==> src/rtl/shift_ctrl_pkg.sv <==
// Shared definitions for the shift controller: FSM state type,
// shift-register mode select encodings and default sizes.
package shift_ctrl_pkg;

   localparam int DEF_WIDTH = 4;
   localparam int DEF_CNT_W = 3;

   // Mode select for the shift register datapath
   localparam logic [1:0] SEL_HOLD  = 2'b00;
   localparam logic [1:0] SEL_LEFT  = 2'b01;
   localparam logic [1:0] SEL_RIGHT = 2'b10;
   localparam logic [1:0] SEL_LOAD  = 2'b11;

   typedef enum logic [1:0] {
      S_IDLE  = 2'd0,
      S_LOAD  = 2'd1,
      S_SHIFT = 2'd2,
      S_DONE  = 2'd3
   } state_t;

endpackage

==> src/rtl/shift_reg4.sv <==
// Shift register datapath: hold, single-bit shift left/right with
// zero fill, or parallel load, selected by sel.
module shift_reg4
   import shift_ctrl_pkg::*;
#(
   parameter int WIDTH = DEF_WIDTH
) (
   input  logic             clk,
   input  logic             rst,
   input  logic [1:0]       sel,
   input  logic [WIDTH-1:0] din,
   output logic [WIDTH-1:0] q
);

   // Register update: reset clears contents, otherwise apply the selected mode
   always_ff @(posedge clk) begin
      if (rst) begin
         q <= '0;
      end else begin
         case (sel)
            SEL_LEFT:  q <= {q[WIDTH-2:0], 1'b0};
            SEL_RIGHT: q <= {1'b0, q[WIDTH-1:1]};
            SEL_LOAD:  q <= din;
            default:   q <= q;
         endcase
      end
   end

endmodule

==> src/rtl/shift_ctrl.sv <==
// Command sequencer for a shift register: accepts a command (optional
// load, direction, shift count), steps the datapath one bit per cycle
// with pause support, and pulses done on completion.
module shift_ctrl
   import shift_ctrl_pkg::*;
#(
   parameter int WIDTH = DEF_WIDTH,
   parameter int CNT_W = DEF_CNT_W
) (
   input  logic             clk,
   input  logic             rst,
   input  logic             cmd_valid,
   output logic             cmd_ready,
   input  logic [1:0]       cmd_op,
   input  logic [CNT_W-1:0] cmd_cnt,
   input  logic [WIDTH-1:0] cmd_data,
   input  logic             pause,
   output logic [WIDTH-1:0] dout,
   output logic             busy,
   output logic             done
);

   state_t           state, state_nxt;
   logic [CNT_W-1:0] cnt_q, cnt_nxt;
   logic             dir_q;
   logic [WIDTH-1:0] data_q;
   logic [1:0]       sel;
   logic             accept;

   assign accept    = (state == S_IDLE) && cmd_valid;
   assign cmd_ready = (state == S_IDLE);
   assign busy      = (state != S_IDLE);
   assign done      = (state == S_DONE);

   // State and remaining-count registers
   always_ff @(posedge clk) begin
      if (rst) begin
         state <= S_IDLE;
         cnt_q <= '0;
      end else begin
         state <= state_nxt;
         cnt_q <= cnt_nxt;
      end
   end

   // Command capture: direction and load data are frozen at acceptance
   always_ff @(posedge clk) begin
      if (rst) begin
         dir_q  <= 1'b0;
         data_q <= '0;
      end else if (accept) begin
         dir_q  <= cmd_op[1];
         data_q <= cmd_data;
      end
   end

   // Next-state, count and datapath select; the last shift is issued
   // in the same cycle the FSM moves to DONE
   always_comb begin
      state_nxt = state;
      cnt_nxt   = cnt_q;
      sel       = SEL_HOLD;
      case (state)
         S_IDLE: begin
            if (cmd_valid) begin
               cnt_nxt = cmd_cnt;
               if (cmd_op[0])
                  state_nxt = S_LOAD;
               else if (cmd_cnt != '0)
                  state_nxt = S_SHIFT;
               else
                  state_nxt = S_DONE;
            end
         end
         S_LOAD: begin
            sel       = SEL_LOAD;
            state_nxt = (cnt_q != '0) ? S_SHIFT : S_DONE;
         end
         S_SHIFT: begin
            if (!pause) begin
               sel     = dir_q ? SEL_RIGHT : SEL_LEFT;
               cnt_nxt = cnt_q - CNT_W'(1);
               if (cnt_q == CNT_W'(1))
                  state_nxt = S_DONE;
            end
         end
         S_DONE: begin
            state_nxt = S_IDLE;
         end
         default: begin
            state_nxt = S_IDLE;
         end
      endcase
   end

   shift_reg4 #(.WIDTH(WIDTH)) u_reg (
      .clk (clk),
      .rst (rst),
      .sel (sel),
      .din (data_q),
      .q   (dout)
   );

endmodule

==> config.mk <==
export PLATFORM = sky130hd
export DESIGN_NAME = shift_ctrl
export DESIGN_NICKNAME = d
export VERILOG_FILES = /design/src/rtl/shift_ctrl_pkg.sv /design/src/rtl/shift_reg4.sv /design/src/rtl/shift_ctrl.sv
export SDC_FILE = /design/constraint.sdc
export NUM_CORES = 1
export LEC_CHECK = 0
export ABC_AREA = 1
export CORE_MARGIN = 5
export CORE_UTILIZATION = 47
export CTS_BUF_LIST = sky130_fd_sc_hd__clkbuf_16
export DETAILED_ROUTE_END_ITERATION = 8
export GPL_TIMING_DRIVEN = 0
export PLACE_DENSITY = 0.73
export SETUP_SLACK_MARGIN = 0.1
export SKIP_CTS_REPAIR_TIMING = 1
export SLEW_MARGIN = 20
export SYNTH_ARGS = -nofsm -noshare
export SYNTH_HDL_FRONTEND = slang
export SYNTH_SLANG_ARGS = --single-unit
==> constraint.sdc <==
create_clock -name clk -period 1.6 [get_ports clk]
set_input_delay 0.48 -clock clk [delete_from_list [all_inputs] [get_ports clk]]
set_output_delay 0.48 -clock clk [all_outputs]
set_load 0.05 [all_outputs]
# [Word-level counts from Yosys, hierarchy flattened]
# Cells that the tools add are included.
[totals] elab_cells=39 out_inout_bits=7 input_bits=13 ff_bits=14
[classes] addsub=1 n_reduce_logical=9 eq_ne=10 mux=14
[op_table] op="$mux 2" count=6
[op_table] op="$pmux 4 s3" count=1
[op_table] op="$reduce_bool 3->1" count=3
[op_table] op="$eq 2x2->1 const B" count=4
[op_table] op="$pmux 2 s4" count=1
[op_table] op="$mux 3" count=2
[op_table] op="$ne 2x2->1 const B" count=3
[op_table] op="$pmux 3 s2" count=1
[op_table] op="$reduce_and 3->1" count=2
[op_table] op="$eq 2x1->1 const B" count=2
[op_table] op="$pmux 2 s2" count=1
[op_table] op="$reduce_bool 2->1" count=2
[op_table] op="$eq 3x1->1 const B" count=1
[op_table] op="$sub 3x1->3 const B" count=1
[op_table] op="$logic_not 2->1" count=1
[op_table] op="$mux 1" count=2
[op_table] op="$logic_and 1x1->1" count=1

# [Logic depth before layout (Yosys ltp)]
[logic_depth] depth_word=5 mapped_depth=9 mapped_depth_nobuf=9

# [Modules after synthesis]
# A second synthesis with hierarchy kept.
[unflattened] hier_cells=140 hier_area_um2=882.1
[by_module_without_submodules] module="shift_ctrl" area_per_inst_um2=646.9 seq_area_each_um2=200.2 cells_per_inst=101 instances=1
[by_module_without_submodules] module="shift_reg4" area_per_inst_um2=235.2 seq_area_each_um2=80.1 cells_per_inst=39 instances=1

# [Worst setup path after synthesis]
# No wires, ideal clock.
[synth_timing] path_kind="register to register" start="register state[1]" end="register state[0]" setup_time_ns=0.125 period_less_slack_ns=2.027 t_arrival_ns=1.902 n_path_buf=0 required_time_ns=1.475 path_slack_ns=-0.427 stages_incl_launch_ff=7 path_cell_list="dfxtp_1 -> inv_1 -> ha_1 -> inv_1 -> or2_2 -> o21ai_0 -> a21oi_1"
[synth_via] elab_chain_cells=3 elab_cells_between_ends=9 cone_classes="eq/ne (6); mux (1); reduce/logical (2)"
[synth_rtl] element="start, declared" line="shift_ctrl.sv:23" source="state_t state, state_nxt;"
[synth_rtl] element="start signal, assigned" line="shift_ctrl.sv:41" source="state <= state_nxt;"
[synth_rtl] element="$logic_not 2->1 (*)"
[synth_rtl] element="via cmd_ready" line="shift_ctrl.sv:13" source="output logic cmd_ready,"
[synth_rtl] element="$ne 2x2->1 (no source line)"
[synth_rtl] element="$reduce_and 3->1 (no source line)"
# The timed path passes the listed nets; every way through them passes the cells marked *.
# A chain may end at the register's enable or synchronous reset.

# [Final worst setup path]
[layout_timing] start="register state[1]" end="output port busy"
[layout_via] elab_chain_cells=1
[layout_rtl] element="$reduce_bool 2->1" line="shift_ctrl.sv:32" source="assign busy = (state != S_IDLE);"
[layout_rtl] element="end, declared" line="shift_ctrl.sv:19" source="output logic busy,"
# No other way between the ends.

==> summary.txt <==
Placed design
  – Detailed Place HPWL: 1.462 mm
  – Port-buffer cells: 19
  – Area after DPL: 1080 µm²
  – GP Congestion: 0.8138

Timing
  – RSZ-0062 raised after global routing: true
  – Final hold viol count: 0
  – Final Cycle Share: 98.40%
  – Relative slew slack: 80.90%
  – Max-slew violation count: 0
  – Worst slew pin tran: 0.2877 ns
  – Clock Skew: 0.0006935 ns
  – FMAX: 0.6352 GHz
  – Final setup fails: 0
  – Min Tclk post-route: 1.574 ns

GRT
  – Initial antenna violation count: 0
  – Vias in the first global route: 837
  – First-pass GRT wire length: 3.491 mm
  – Grt total ovfl: 0
  – Largest net degree at the start of global routing: 11
  – GRT Overall Usage: 17.35%

Logic synthesis
  – Top_reg_cell synth: dfxtp_1
  – Register area share after synthesis: 33.63%
  – Top cells by area, synth: dfxtp_1, ha_1, o21ai_0
  – Post-synth top area share: 33.63%
  – Syn Nets: 140
  – Async SR Flop Fraction: 0%
  – Ys Warns: 0
  – Netlist cell types: 21
  – Mapped Cells: 119
  – Syn Area/Cell: 7.003 µm²
  – FF+latch count, synth: 14
  – Area leader, netlist: dfxtp_1
  – Post-Syn Area: 833.3 µm²
  – Count of flip-flops with a built-in enable after synthesis: 0

Floorplan
  – Core Box Area: 1708 µm²
  – Die W: 52.11 µm
  – Initial core utilization: 48.79%
  – IO Pins: 20
  – Die height: 52.11 µm
  – Cell Rows: 15
  – Die ar.: 2715 µm²

Power
  – Leakage: 0.0005182 µW
  – Power Total: 2354 µW
  – Cell Pwr Density: 1970 nW/µm²
  – Max VDD drop: 0.9254 mV

Route
  – Drt total wl: 2.026 mm
  – Drt initial violations: 24
  – Vias/cell: 5.119
  – Routed wire per std cell: 12.06 µm
  – Vias: 860
  – Post-route ant nets: 0
  – # DRC: 0
  – Detailed Routing Iterations Pass 1: 4

Worst setup path
  – Critical Path AT: 1.09 ns
  – Worst Setup End Kind: primary output
  – Critical Path Source Type: flip-flop
  – Crit Path Class: reg2out
  – Max Fanout on Critical Path: 4
  – Worst EP required: 1.12 ns

Job
  – Maxcap violations: 0

Outcome
  – Outcome: finished clean

Finish
  – Commonest non-fill, non-tap cell in the layout: nor2_1
  – Area growth from synthesis to layout: 43.39%
  – Most frequent cells in the layout: nor2_1, nand2_1, o21ai_0, dfxtp_1, clkdlybuf4s50_1
  – Post-layout net count: 165
  – Design area: 1195 µm²
  – Proportion of layout cells with a drive suffix above 1: 25.17%
  – Antenna diodes: 0

CTS
  – Clk Tree Root Cell: clkbuf_16
  – Clock transition at the registers of the reported paths: 0.05 ns
  – Clock sinks: 14
  – Clock Tree Buf Depth: 2
  – Worst-Skew Late Latency: 0.25 ns
  – CTS tree: done
  – H-tree depth: 1
  – CTS Buf Count: 3

Min path
  – HP Class: reg2reg
==> cell type report <==
| class | count | area, µm² |
|---|---|---|
| buffer | 1 | 5.005 |
| clock buffer | 3 | 75.07 |
| clock inverter | 1 | 3.754 |
| fill | 151 | 513.0 |
| inverter | 16 | 68.82 |
| multi-input combinational | 88 | 539.3 |
| sequential | 14 | 287.8 |
| tap | 25 | 31.28 |
| timing repair buffer | 20 | 183.9 |
==> synth_stat cells (2+ instances only) <==
master,count
a21oi_1,7
ha_1,8
o21ai_0,17
nand2_2,2
nand2_1,16
nor2_1,21
inv_1,15
dfxtp_1,14
nand3_1,6
nand4_1,2
==> cells by family after synthesis <==
| kind of cell | after synthesis | share of synthesized area, % |
|---|---|---|
| AO/OA/AOI/OAI | 27 | 17.12 |
| adder cells (fa/ha/maj) | 8 | 12.01 |
| buffers and inverters | 17 | 7.806 |
| flip-flops | 14 | 33.63 |
| AND/OR/NAND/NOR | 53 | 29.43 |
==> through the flow <==
stage | std cells | hold slack [ns] | setup WS [ns] | setup TNS, ns | util [%]
5_1_grt | 168 | 0.5133 | -0.01884 | -0.01884 | 69.96
6_report | 168 | 0.4676 | 0.02559 | 0 | 69.96
4_1_cts | 167 | 0.4711 | -0.6354 | -2.788 | 67.84
3_5_place_dp | 163 | 0.4641 | -0.3722 | -1.620 | 63.22
2_1_floorplan | 119 | 0.4292 | 0.004529 | 0 | -
3_3_place_gp | 163 | 0.4584 | -0.3580 | -1.524 | 63.22
==> state kept, by name, summed over array words and instances (netlist names) <==
name     count
state        2
dir_q        1
u_reg.q      4
data_q       4
cnt_q        3
==> path summary, 6_finish.rpt <==
kind | from | slack [ns] | cells after the start | endpoint
worst max-delay path | state[1] | 0.03 | 4 | busy
worst min register to register | data_q[0] | 0.47 | 2 | data_q[0]
worst min-delay path | data_q[0] | 0.47 | 2 | data_q[0]
worst max register to register | state[1] | 0.15 | 9 | u_reg.q[1]
==> worst max-delay path, stage by stage, from the launching register on <==
cell        delay, ns
dfxtp_4          0.36
inv_4            0.07
ha_4             0.15
clkinvlp_4       0.11
buf_8            0.16
==> power by group <==
group          total, µW  internal [µW]  switching (µW)
Combinational       1290            459             827
Clock                483            331             152
Sequential           585            487            98.0
Total               2350           1280            1080
==> routing by layer <==
layer | vias to the layer above | routed length (µm) | GRT usage (%)
li1 | 436 | - | -
met1 | 392 | 968 | 21.82
met2 | 27 | 879 | 27.20
met3 | 5 | 131 | 3.152
met4 | 0 | 46 | 10.48
met5 | - | 0 | 0
Note: power is estimated with default switching activity, not from simulation.
